**config.mk**
```make
export PLATFORM = sky130hd
export DESIGN_NAME = spi_cmd_ctrl
export DESIGN_NICKNAME = d
export VERILOG_FILES = /design/src/rtl/spi_cmd_ctrl.sv
export SDC_FILE = /design/constraint.sdc
export NUM_CORES = 1
export LEC_CHECK = 0
export ABC_AREA = 1
export BUFFER_PORTS_ARGS = -buffer_cell sky130_fd_sc_hd__buf_2
export CAP_MARGIN = 20
export CORE_UTILIZATION = 44
export CTS_CLUSTER_DIAMETER = 120
export DETAILED_ROUTE_END_ITERATION = 12
export GPL_ROUTABILITY_DRIVEN = 0
export GPL_TIMING_DRIVEN = 0
export PLACE_DENSITY = 0.74
export SYNTH_ARGS = -nofsm -noshare
export SYNTH_HDL_FRONTEND = slang
export SYNTH_SLANG_ARGS = --single-unit
```
**constraint.sdc**
```tcl
create_clock -name clk -period 1.2 [get_ports clk]
set_clock_uncertainty 0.05 [all_clocks]
set_input_delay 0.3 -clock clk [delete_from_list [all_inputs] [get_ports clk]]
set_output_delay 0.3 -clock clk [all_outputs]
set_load 0.03 [all_outputs]
```
**src/rtl/spi_cmd_ctrl.sv**
```systemverilog
// Command controller for the SPI slave byte engine: decodes a command byte, then runs burst
// register writes/reads or FIFO streaming reads. Optional macro SPI_CTRL_ECHO_EN enables loopback echo.
module spi_cmd_ctrl #(
   parameter int unsigned ADDR_W     = 4,
   parameter logic [7:0]  FILL_BYTE  = 8'hFF,
   parameter logic [7:0]  EMPTY_BYTE = 8'h00,
   parameter logic [4:0]  STATUS_ID  = 5'b10100
) (
   input  logic              clk,
   input  logic              reset,
   input  logic              frame_idle,
   input  logic [7:0]        rx_data,
   input  logic              rx_ready,
   input  logic              tx_request,
   output logic [7:0]        tx_data,
   output logic              tx_ready,
   output logic [ADDR_W-1:0] reg_addr,
   output logic [7:0]        reg_wdata,
   output logic              reg_we,
   input  logic [7:0]        reg_rdata,
   input  logic [7:0]        fifo_data,
   input  logic              fifo_empty,
   input  logic              fifo_full,
   output logic              fifo_rd_en,
   output logic              underflow
);

   typedef enum logic [2:0] {StCmd, StIgnore, StWr, StRd, StFf} state_e;

   state_e            state_q, state_d;
   logic [ADDR_W-1:0] ptr_q, ptr_d;
   logic [ADDR_W-1:0] wr_addr_q, wr_addr_d;
   logic [7:0]        reg_wdata_q, reg_wdata_d;
   logic              reg_we_q, reg_we_d;
   logic              pending_q, pending_d;
   logic [7:0]        tx_data_q, tx_data_d;
   logic              tx_ready_q, tx_ready_d;
   logic              fifo_rd_en_q, fifo_rd_en_d;
   logic              underflow_q, underflow_d;
   logic              resync_q, resync_d;
   logic              rx_ok;
   logic              uf_set, uf_clear;
   logic              unused_rx;
`ifdef SPI_CTRL_ECHO_EN
   logic [7:0]        echo_q, echo_d;
`endif

   assign unused_rx = ^rx_data;

   // Bytes are dropped while the frame is idle or until a post-reset frame boundary is seen.
   assign rx_ok = rx_ready & ~frame_idle & ~resync_q;

   always_comb begin
      state_d      = state_q;
      ptr_d        = ptr_q;
      wr_addr_d    = wr_addr_q;
      reg_wdata_d  = reg_wdata_q;
      reg_we_d     = 1'b0;
      pending_d    = tx_request & ~pending_q;
      tx_data_d    = tx_data_q;
      tx_ready_d   = 1'b0;
      fifo_rd_en_d = 1'b0;
      resync_d     = resync_q;
      uf_set       = 1'b0;
      uf_clear     = 1'b0;
`ifdef SPI_CTRL_ECHO_EN
      echo_d       = echo_q;
`endif

      if (frame_idle) begin
         state_d  = StCmd;
         resync_d = 1'b0;
      end else if (rx_ok) begin
`ifdef SPI_CTRL_ECHO_EN
         echo_d = rx_data;
`endif
         case (state_q)
            StCmd: begin
               ptr_d = rx_data[ADDR_W-1:0];
               unique case (rx_data[7:6])
                  2'b00: state_d = StIgnore;
                  2'b01: state_d = StWr;
                  2'b10: state_d = StRd;
                  2'b11: state_d = StFf;
               endcase
            end
            StWr: begin
               reg_we_d    = 1'b1;
               wr_addr_d   = ptr_q;
               reg_wdata_d = rx_data;
               ptr_d       = ptr_q + ADDR_W'(1);
            end
            default: ;
         endcase
      end

      // Service a pending request with the state already updated by a coincident command byte.
      if (pending_q) begin
         tx_ready_d = 1'b1;
         if (frame_idle) begin
            tx_data_d = {fifo_empty, fifo_full, underflow_q, STATUS_ID};
            uf_clear  = 1'b1;
         end else if (resync_q) begin
            tx_data_d = FILL_BYTE;
         end else begin
            case (state_q)
               StCmd: begin
                  tx_data_d = {fifo_empty, fifo_full, underflow_q, STATUS_ID};
                  uf_clear  = 1'b1;
               end
               StIgnore, StWr: begin
`ifdef SPI_CTRL_ECHO_EN
                  tx_data_d = echo_q;
`else
                  tx_data_d = FILL_BYTE;
`endif
               end
               StRd: begin
                  tx_data_d = reg_rdata;
                  ptr_d     = ptr_q + ADDR_W'(1);
               end
               StFf: begin
                  if (fifo_empty) begin
                     tx_data_d = EMPTY_BYTE;
                     uf_set    = 1'b1;
                  end else begin
                     tx_data_d    = fifo_data;
                     fifo_rd_en_d = 1'b1;
                  end
               end
               default: tx_data_d = FILL_BYTE;
            endcase
         end
      end

      underflow_d = uf_set | (underflow_q & ~uf_clear);
   end

   always_ff @(posedge clk) begin
      if (reset) begin
         state_q      <= StCmd;
         ptr_q        <= '0;
         wr_addr_q    <= '0;
         reg_wdata_q  <= 8'h00;
         reg_we_q     <= 1'b0;
         pending_q    <= 1'b0;
         tx_data_q    <= 8'h00;
         tx_ready_q   <= 1'b0;
         fifo_rd_en_q <= 1'b0;
         underflow_q  <= 1'b0;
         resync_q     <= 1'b1;
`ifdef SPI_CTRL_ECHO_EN
         echo_q       <= 8'h00;
`endif
      end else begin
         state_q      <= state_d;
         ptr_q        <= ptr_d;
         wr_addr_q    <= wr_addr_d;
         reg_wdata_q  <= reg_wdata_d;
         reg_we_q     <= reg_we_d;
         pending_q    <= pending_d;
         tx_data_q    <= tx_data_d;
         tx_ready_q   <= tx_ready_d;
         fifo_rd_en_q <= fifo_rd_en_d;
         underflow_q  <= underflow_d;
         resync_q     <= resync_d;
`ifdef SPI_CTRL_ECHO_EN
         echo_q       <= echo_d;
`endif
      end
   end

   // WR never reads, so a write strobe and a read address never compete.
   assign reg_addr   = reg_we_q ? wr_addr_q : ptr_q;
   assign reg_wdata  = reg_wdata_q;
   assign reg_we     = reg_we_q;
   assign tx_data    = tx_data_q;
   assign tx_ready   = tx_ready_q;
   assign fifo_rd_en = fifo_rd_en_q;
   assign underflow  = underflow_q;

endmodule

```
==> flow_metrics.py, run 1 <==
metrics = {
    "finish": {
        "fill_cells": 214,
        "area_growth_pct": 63.6,
        "antenna_cells": 0,
        "multi_input_area_um2": 1060,
        "regArea_um2": 709,
        "drive_above_1_share_pct": 53.1,
        "num-nets-final": 356,
    },
    "sta": {
        "setup_ws_ns": -0.332,
        "period_share_pct": 128,
        "max_freq_mhz": 653,
        "slew_headroom_pct": 65.7,
        "period_minus_slack_ns": 1.53,
        "rsz0062_at_grt": "true",
        "setup_viol": 31,
        "drv_slew": 0,
        "worst_pin_slew_ns": 0.514,
        "hold_viol": 0,
    },
    "synth": {
        "yosys-top-cells-area": "dfxtp_1, nand2_1, nor2_1",
        "seq_area_frac_synth_pct": 40.9,
        "synth_compound_area_share_pct": 11.8,
        "synth_top_area_cell": "dfxtp_1",
        "synth_seq_cells": 33,
        "avgSynthCellArea_um2": 6.82,
        "synth_cells": 237,
        "synth-simple-area-share_pct": 36.2,
        "synth_top_area_share_pct": 40.9,
        "synth-edff-count": 0,
        "syn_nets": 272,
        "synth_top_family_by_area": "simple AND/OR/NAND/NOR gates",
        "synth_adder_area_share_pct": 3.10,
        "synthMuxAreaShare_pct": 1.39,
        "ys_async_sr_fraction_pct": 0,
        "synthFlopType": "dfxtp_1",
        "ys_types": 27,
        "syn_area_um2": 1620,
        "synthXorXnorAreaFrac_pct": 0.542,
        "yosys_warnings": 0,
    },
    "place": {
        "dp_hpwl_um": 2980,
        "dp_slack_ns": -0.251,
        "port_buffers": 53,
    },
    "worst_setup_path": {
        "cp-start-kind": "flip-flop",
        "rr_startpoint": "state_q[1]",
        "cp.arrival_ns": 1.18,
        "rrSetupSlack_ns": -0.13,
        "crit_required_ns": 0.85,
        "crit_fanout": 3,
        "timing_worst_setup_path_type": "flip-flop to output pin",
        "reg2reg_depth": 8,
        "r2r_end": "tx_data[1]",
        "end_kind": "output pin",
    },
    "grt": {
        "grt_util_all_layers_pct": 26.3,
        "antenna_found_initial": 0,
        "grt_start_max_net_pins": 11,
        "grt_pass1_wl_um": 8090,
        "grt_overflow_total": 0,
        "grt_pass1_vias": 1848,
    },
    "die": {
        "dieArea_um2": 3920,
        "fp.coreArea_um2": 3420,
        "initial_utilization_pct": 47.3,
        "die_y_um": 62.6,
        "ios": 55,
        "row_count": 21,
        "die_w_um": 62.6,
    },
    "power": {
        "p_int_w": 0.00160,
        "power_density_nw_per_um2": 848,
        "switching_share_pct": 28.8,
        "power.share.clock_pct": 33.4,
        "vdd_drop_max_mv": 0.553,
        "comb_power_share_pct": 15.6,
        "p_leak_nw": 1.21,
        "total_power_w": 0.00224,
        "seqPwrFrac_pct": 51.0,
        "p_sw_w": 0.000646,
    },
    "outcome": {
        "status": "finished with violations",
        "violations": "setup timing",
    },
    "min_path": {
        "hold_end": "pending_q",
        "holdPathStages": 3,
        "worstHoldStart": "tx_request",
        "hold_class": "input pin to flip-flop",
    },
    "clock_tree": {
        "cts_max_level": 2,
        "cts.sinks": 33,
        "cts_root_buffer": "clkbuf_4",
        "cts_buffers": 5,
        "clk_pin_slew_ns": 0.11,
        "cts_buffer_depth": 2,
        "hold_buffers": 0,
        "clock_latency_ns": 0.35,
        "cts_tree": "done",
    },
    "detailed_routing": {
        "drt_first_pass_iters": 7,
        "post_drt_wl_per_cell_um": 15.6,
        "vias": 2022,
        "vias_per_cell": 5.49,
        "postRouteAntennaNets": 0,
        "drt_wl_total_um": 5760,
        "drc": 0,
        "drtIter0Drc": 207,
    },
    "flow_run": {
        "cap_violations": 0,
    },
}
## placed cells by master, fill, tap and decap left out, drive strengths merged, types with 3 or more instances in the layout
| cell | count |
|---|---|
| nor3 | 3 |
| inv | 19 |
| a21oi | 11 |
| nor2 | 43 |
| nand2 | 72 |
| clkbuf | 9 |
| buf | 80 |
| ha | 4 |
| nand3 | 11 |
| o21ai | 23 |
| nand4 | 4 |
| dfxtp | 33 |
## cell families (layout without fill, tap and decap cells)
| kind of cell | Yosys count | in the layout |
|---|---|---|
| xor gates and xnor gates | 1 | 1 |
| AOI/OAI and AO/OA | 37 | 37 |
| DFF | 33 | 33 |
| buffers and inverters | 25 | 110 |
| and+or+nand+nor | 135 | 135 |
| adders and majority gates | 4 | 4 |
| muxes | 2 | 2 |
## metal layers
metal / track usage (%) / wire length (um) / vias up / part of all wire [%]
met2: 44.8 / 2850 / 107 / 49
met3: 5.66 / 363 / 28 / 6.3
met5: 0 / 0 / - / 0
met4: 13.4 / 225 / 0 / 3.9
met1: 30.7 / 2320 / 956 / 40
li1: - / - / 931 / -
## worst max path at each step
stage          startpoint  slack [ns]  cells past startpoint      endpoint
3_3_place_gp        reset       -0.23                      5  wr_addr_q[0]
6_report           reg_we       -0.33                      2   reg_addr[1]
2_1_floorplan    ptr_q[0]       -0.05                      2   reg_addr[0]
3_5_place_dp        reset       -0.25                      5  reg_wdata[6]
5_1_grt            reg_we       -0.35                      2   reg_addr[2]
4_1_cts            reg_we       -0.32                      2   reg_addr[1]
## critical path, cell delays in order (launching register included)
cell	delay (ns)
dfxtp_4	0.39
mux2_4	0.30
buf_6	0.14
## area by class of cell
| class | instances | area share [%] |
|---|---|---|
| sequential | 33 | 26.8 |
| multi-input combinational | 179 | 40.0 |
| inverter | 20 | 3.07 |
| clock inverter | 1 | 0.189 |
| timing repair buffer | 78 | 24.1 |
| buffer | 4 | 1.18 |
| clock buffer | 7 | 2.46 |
| tap | 46 | 2.18 |
## sequential cells by signal, indices dropped and copies added (netlist names)
signal and flops:
reg_wdata 8, tx_data 8, ptr_q 4, wr_addr_q 4, state_q 3, fifo_rd_en 1
pending_q 1, reg_we 1, resync_q 1, tx_ready 1, underflow 1
## power by group through the flow
stage | sequential (W) | combinational (W) | clock, W
finish | 0.00115 | 0.000349 | 0.000750
global route | 0.00115 | 0.000374 | 0.000800
CTS | 0.00114 | 0.000300 | 0.000727
detailed placement | 0.00116 | 0.000258 | 0
global placement | 0.00116 | 0.000254 | 0
floorplan | 0.00119 | 0.000122 | 0
## synth_stat cells (2+ instances only)
cell,number
nor2_1,38
nand2_1,69
o21ai_0,9
inv_2,5
inv_1,14
nand3_1,9
nor2_4,2
nor3_1,2
dfxtp_1,33
mux2_2,2
ha_1,4
a21oi_1,11
nand4_1,4
nand3_2,2
o21ai_1,14
a31oi_1,2
clkbuf_1,3
nand2_2,3
nor2_2,3
## metrics by stage
stage          std cells  utilization [%]  hold slack (ns)  area (um2)  TNS (ns)
5_1_grt              368             77.4            0.124        2650     -5.88
2_1_floorplan        237                -            0.328        1620    -0.157
6_report             368             77.4            0.111        2650     -3.70
3_3_place_gp         336             56.8            0.384        1940     -4.67
4_1_cts              359             69.8            0.117        2380     -1.76
3_5_place_dp         336             56.8            0.392        1940     -5.36
## what timing repair did
| action | CTS | global route |
|---|---|---|
| setup endpoints to repair | 50 | 56 |
| pin swaps | 12 | 36 |
| cloned | 2 | 0 |
| buffers inserted | 14 | 9 |
| resized for setup | 85 | 69 |
Note: power is estimated with default switching activity, not from simulation.
==> inputs of run 2 (changes only) <==
HOLD_SLACK_MARGIN = 0.1   (was not set)
PLACE_DENSITY = 0.8   (was 0.74)
==> run 2 against run 1 <==
The flow still finishes with violations (setup timing). Highest routed layer unchanged. Worst setup slack worse by 0.023 ns. Non-clock buffer count stayed put. Flip-flop and latch count did not move. Utilization grew 1.3 points. Register-to-register slack worse by 0.13 ns.
==> flow_metrics.py, run 2 (synthesis gave the netlist of run 1 again) <==
metrics = {
    "outcome": {
        "status": "finished with violations",
        "violations": "setup timing",
    },
    "power": {
        "switching_share_pct": 29.5,
        "seqPwrFrac_pct": 50.3,
        "p_leak_nw": 1.22,
        "p_int_w": 0.00161,
        "p_sw_w": 0.000673,
        "power.share.clock_pct": 33.0,
        "total_power_w": 0.00228,
        "vdd_drop_max_mv": 0.649,
        "comb_power_share_pct": 16.7,
        "power_density_nw_per_um2": 847,
    },
    "clock_tree": {
        "clk_pin_slew_ns": 0.11,
        "cts_buffers": 5,
        "hold_buffers": 0,
        "cts_root_buffer": "clkbuf_4",
        "clock_latency_ns": 0.36,
        "cts_tree": "done",
        "cts_max_level": 2,
        "cts_buffer_depth": 2,
        "cts.sinks": 33,
    },
    "grt": {
        "grt_overflow_total": 0,
        "grt_pass1_vias": 1769,
        "antenna_found_initial": 0,
        "grt_util_all_layers_pct": 26.0,
        "grt_start_max_net_pins": 13,
        "grt_pass1_wl_um": 8070,
    },
    "place": {
        "dp_slack_ns": -0.253,
        "place_inst": 336,
        "port_buffers": 53,
        "dp_hpwl_um": 2900,
        "placed_cell_area_um2": 1940,
    },
    "detailed_routing": {
        "drtIter0Drc": 189,
        "vias": 2110,
        "drt_first_pass_iters": 6,
        "drc": 0,
        "drt_wl_total_um": 6600,
        "post_drt_wl_per_cell_um": 17.9,
        "vias_per_cell": 5.72,
        "postRouteAntennaNets": 0,
    },
    "worst_setup_path": {
        "slowest_delay_ns": 0.40,
        "crit_fanout": 4,
        "crit_required_ns": 0.85,
        "crit_chain": "mux2_4 > buf_6",
        "cp.arrival_ns": 1.20,
        "timing_worst_setup_path_type": "flip-flop to output pin",
        "crit_slowest_cell": "dfxtp_4",
        "end_kind": "output pin",
        "cp-start-kind": "flip-flop",
    },
    "die": {
        "ios": 55,
        "initial_utilization_pct": 47.3,
        "row_count": 21,
        "dieArea_um2": 3920,
        "die_w_um": 62.6,
        "die_y_um": 62.6,
        "fp.coreArea_um2": 3420,
    },
    "sta": {
        "hold_viol": 0,
        "worst_pin_slew_ns": 0.484,
        "setup_ws_ns": -0.355,
        "setup_viol": 38,
        "rsz0062_at_grt": "true",
        "period_minus_slack_ns": 1.55,
        "final.setup.tns_ns": -6.00,
        "period_share_pct": 130,
        "max_freq_mhz": 643,
        "slew_headroom_pct": 67.6,
        "drv_slew": 0,
    },
    "finish": {
        "final_cells": 369,
        "antenna_cells": 0,
        "num-nets-final": 357,
        "final_cell_mix": "nand2_1, nor2_1, buf_6",
        "stdcell_area_um2": 2690,
        "drive_above_1_share_pct": 54.8,
        "area_growth_pct": 66.4,
        "mostFrequentLayoutCell": "nand2_1",
    },
    "flow_run": {
        "cap_violations": 0,
    },
    "min_path": {
        "hold_class": "input pin to flip-flop",
    },
}
-- run 2: cell count changes in the layout (fill, tap and decap cells not counted), sizes merged --
| cell | previous run | this run |
|---|---|---|
| inv | 19 | 21 |
| clkinv | 2 | 1 |
-- run 2: cell type report --
cell class / instances / area (um2)
multi-input combinational: 179 / 1110
fill: 204 / 726
sequential: 33 / 707
timing repair buffer: 79 / 637
inverter: 20 / 85.1
clock buffer: 7 / 65.1
tap: 46 / 57.6
buffer: 3 / 21.3
timing repair inverter: 1 / 6.26
clock inverter: 1 / 5.00
-- run 2: power groups by stage --
stage	Clock, W	Combinational [W]	Sequential, W
6_report	0.000752	0.000381	0.00115
5_1_grt	0.000802	0.000402	0.00115
4_1_cts	0.000713	0.000291	0.00114
3_5_place_dp	0	0.000257	0.00116
3_3_place_gp	0	0.000253	0.00116
2_1_floorplan	0	0.000122	0.00119
-- run 2: through the flow --
step,utilization [%],hold WS [ns]
floorplan,-,0.328
global placement,56.8,0.385
detailed placement,56.8,0.390
CTS,68.1,0.136
global route,78.8,0.138
finish,78.8,0.133
-- run 2: path summary, 6_finish.rpt --
check              from            to  slack [ns]  depth (start not counted)
max              reg_we   reg_addr[1]       -0.35                          2
min          rx_data[4]  reg_wdata[4]        0.13                          3
min reg2reg  tx_data[1]    tx_data[1]        0.42                          2
max reg2reg  state_q[0]  reg_wdata[7]       -0.26                          5
-- run 2: critical path: cells and delay by family (launching register included) --
| kind | cells | cell delay (ns) |
|---|---|---|
| multiplexers | 1 | 0.31 |
| buffers and inverters | 1 | 0.14 |
| flip-flops | 1 | 0.40 |
-- run 2: repair_timing --
action	in CTS	in global routing
gates cloned	1	1
gates resized for setup	73	91
buffers inserted	14	11
pin swaps	10	31
setup endpoints to repair	50	54
-- run 2: metal layers --
metal  vias up  global-route usage, %  part of all wire [%]
met2       136                   45.2                    49
met4         0                   9.59                   6.8
li1        945                      -                     -
met5         -                      0                     0
met3        50                   5.29                   8.2
met1       979                   31.3                    36
==> inputs of run 3 (changes only) <==
SKIP_CTS_REPAIR_TIMING = 1   (was not set)
==> run 3 against run 2 <==
The run still ends with setup timing left. Sequential share of layout area increased by 0.45 points. Hold slack worse by 0.00070 ns. Cell count shrank 0.81%. Die area unchanged. Routed wire length down 16%. Largest power group unchanged.
==> flow_metrics.py, run 3 (synthesis gave the netlist of run 1 again) <==
metrics = {
    "worst_setup_path": {
        "crit_family": "flip-flops",
        "crit_chain": "mux2_4 > buf_6",
        "crit_required_ns": 0.85,
        "crit_slowest_cell": "dfxtp_4",
        "crit_fanout": 4,
        "cp-start-kind": "flip-flop",
        "timing.critical_path.buf_inv": 1,
        "slowest_delay_ns": 0.39,
        "end_kind": "output pin",
        "cp.arrival_ns": 1.17,
        "timing_worst_setup_path_type": "flip-flop to output pin",
    },
    "sta": {
        "drv_slew": 0,
        "period_minus_slack_ns": 1.52,
        "period_share_pct": 127,
        "worst_pin_slew_ns": 0.513,
        "hold_slack_ns": 0.132,
        "rsz0062_at_grt": "true",
        "setup_viol": 35,
        "hold_viol": 0,
        "final.setup.tns_ns": -3.62,
        "setup_ws_ns": -0.321,
        "max_freq_mhz": 657,
        "slew_headroom_pct": 65.8,
    },
    "detailed_routing": {
        "vias": 1970,
        "postRouteAntennaNets": 0,
        "post_drt_wl_per_cell_um": 15.2,
        "drt_wl_total_um": 5550,
        "drt_first_pass_iters": 4,
        "vias_per_cell": 5.38,
        "drc": 0,
        "drtIter0Drc": 108,
    },
    "grt": {
        "grt_overflow_total": 0,
        "antenna_found_initial": 0,
        "grt_pass1_wl_um": 6870,
        "grt_util_all_layers_pct": 22.1,
        "grt_start_max_net_pins": 11,
        "grt_pass1_vias": 1655,
    },
    "outcome": {
        "violations": "setup timing",
        "status": "finished with violations",
    },
    "flow_run": {
        "cap_violations": 0,
    },
    "finish": {
        "drive_above_1_share_pct": 51.9,
        "fill_cells": 216,
        "final_cell_mix": "nand2_1, nor2_1, buf_6",
        "fin_util_pct": 77.4,
        "final_cells": 366,
        "mostFrequentLayoutCell": "nand2_1",
        "area_growth_pct": 63.6,
        "antenna_cells": 0,
        "num-nets-final": 354,
    },
    "place": {
        "port_buffers": 53,
        "place_inst": 336,
        "dp_slack_ns": -0.253,
        "dp_hpwl_um": 2900,
    },
    "die": {
        "initial_utilization_pct": 47.3,
        "ios": 55,
        "row_count": 21,
        "die_w_um": 62.6,
        "die_y_um": 62.6,
        "fp.coreArea_um2": 3420,
        "dieArea_um2": 3920,
    },
    "power": {
        "p_leak_nw": 1.22,
        "switching_share_pct": 28.2,
        "power_density_nw_per_um2": 843,
        "seqPwrFrac_pct": 51.4,
        "p_sw_w": 0.000628,
        "power.share.clock_pct": 32.7,
        "p_int_w": 0.00160,
        "comb_power_share_pct": 15.9,
        "vdd_drop_max_mv": 0.668,
    },
    "clock_tree": {
        "cts.sinks": 33,
        "clock_latency_ns": 0.34,
        "cts_max_level": 2,
        "cts_buffer_depth": 2,
        "clk_pin_slew_ns": 0.10,
        "cts_root_buffer": "clkbuf_4",
        "cts_buffers": 5,
        "cts_tree": "done",
    },
    "min_path": {
        "hold_class": "input pin to flip-flop",
    },
}
[run 3: cell count changes in the layout (fill, tap and decap cells not counted), moves of 2 or more]
cell | before | now
buf_4 | 19 | 15
nand2_2 | 9 | 5
nand2_1 | 59 | 62
nor2_2 | 0 | 3
nor2_4 | 10 | 7
a21oi_1 | 6 | 8
a21oi_2 | 5 | 3
o21ai_0 | 3 | 5
[run 3: worst min-delay path, stage by stage]
cell     delay [ns]
buf_2          0.08
o21ai_2        0.05
nor2_1         0.06
[run 3: path summary, 6_finish.rpt]
kind / from / end / slack, ns / cells past startpoint
hold reg to reg: tx_data[1] / tx_data[1] / 0.42 / 2
setup / recovery: reg_we / reg_addr[1] / -0.32 / 2
hold / removal: rx_data[5] / reg_wdata[5] / 0.13 / 3
setup reg to reg: state_q[1] / tx_data[5] / -0.17 / 7
[run 3: through the flow]
| stage | total power, W | area [um2] |
|---|---|---|
| detailed placement | 0.00142 | 1940 |
| finish | 0.00223 | 2650 |
| CTS | 0.00211 | 2010 |
| global route | 0.00232 | 2650 |
| floorplan | 0.00132 | 1620 |
| global placement | 0.00142 | 1940 |
[run 3: cell type report]
type	instances	area [um2]	share of cell area, %
Buffer	4	35.0	1.32
Inverter	20	80.1	3.03
Multi-Input combinational cell	179	1060	40.2
Timing Repair Buffer	76	632	23.9
Tap cell	46	57.6	2.18
Sequential cell	33	707	26.7
Clock inverter	1	5.00	0.189
Clock buffer	7	65.1	2.46
[run 3: metal layers]
metal	wire length (um)	vias up	GRT usage, %
met5	0	-	0
met4	264	0	8.72
met3	415	32	5.11
met2	2720	104	38.7
met1	2150	908	25.7
li1	-	926	-
[run 3: power groups by stage]
| stage | logic [W] | clock network (W) | registers [W] |
|---|---|---|---|
| floorplan | 0.000122 | 0 | 0.00119 |
| global placement | 0.000253 | 0 | 0.00116 |
| detailed placement | 0.000257 | 0 | 0.00116 |
| CTS | 0.000258 | 0.000713 | 0.00114 |
| global route | 0.000376 | 0.000789 | 0.00115 |
| finish | 0.000354 | 0.000729 | 0.00115 |
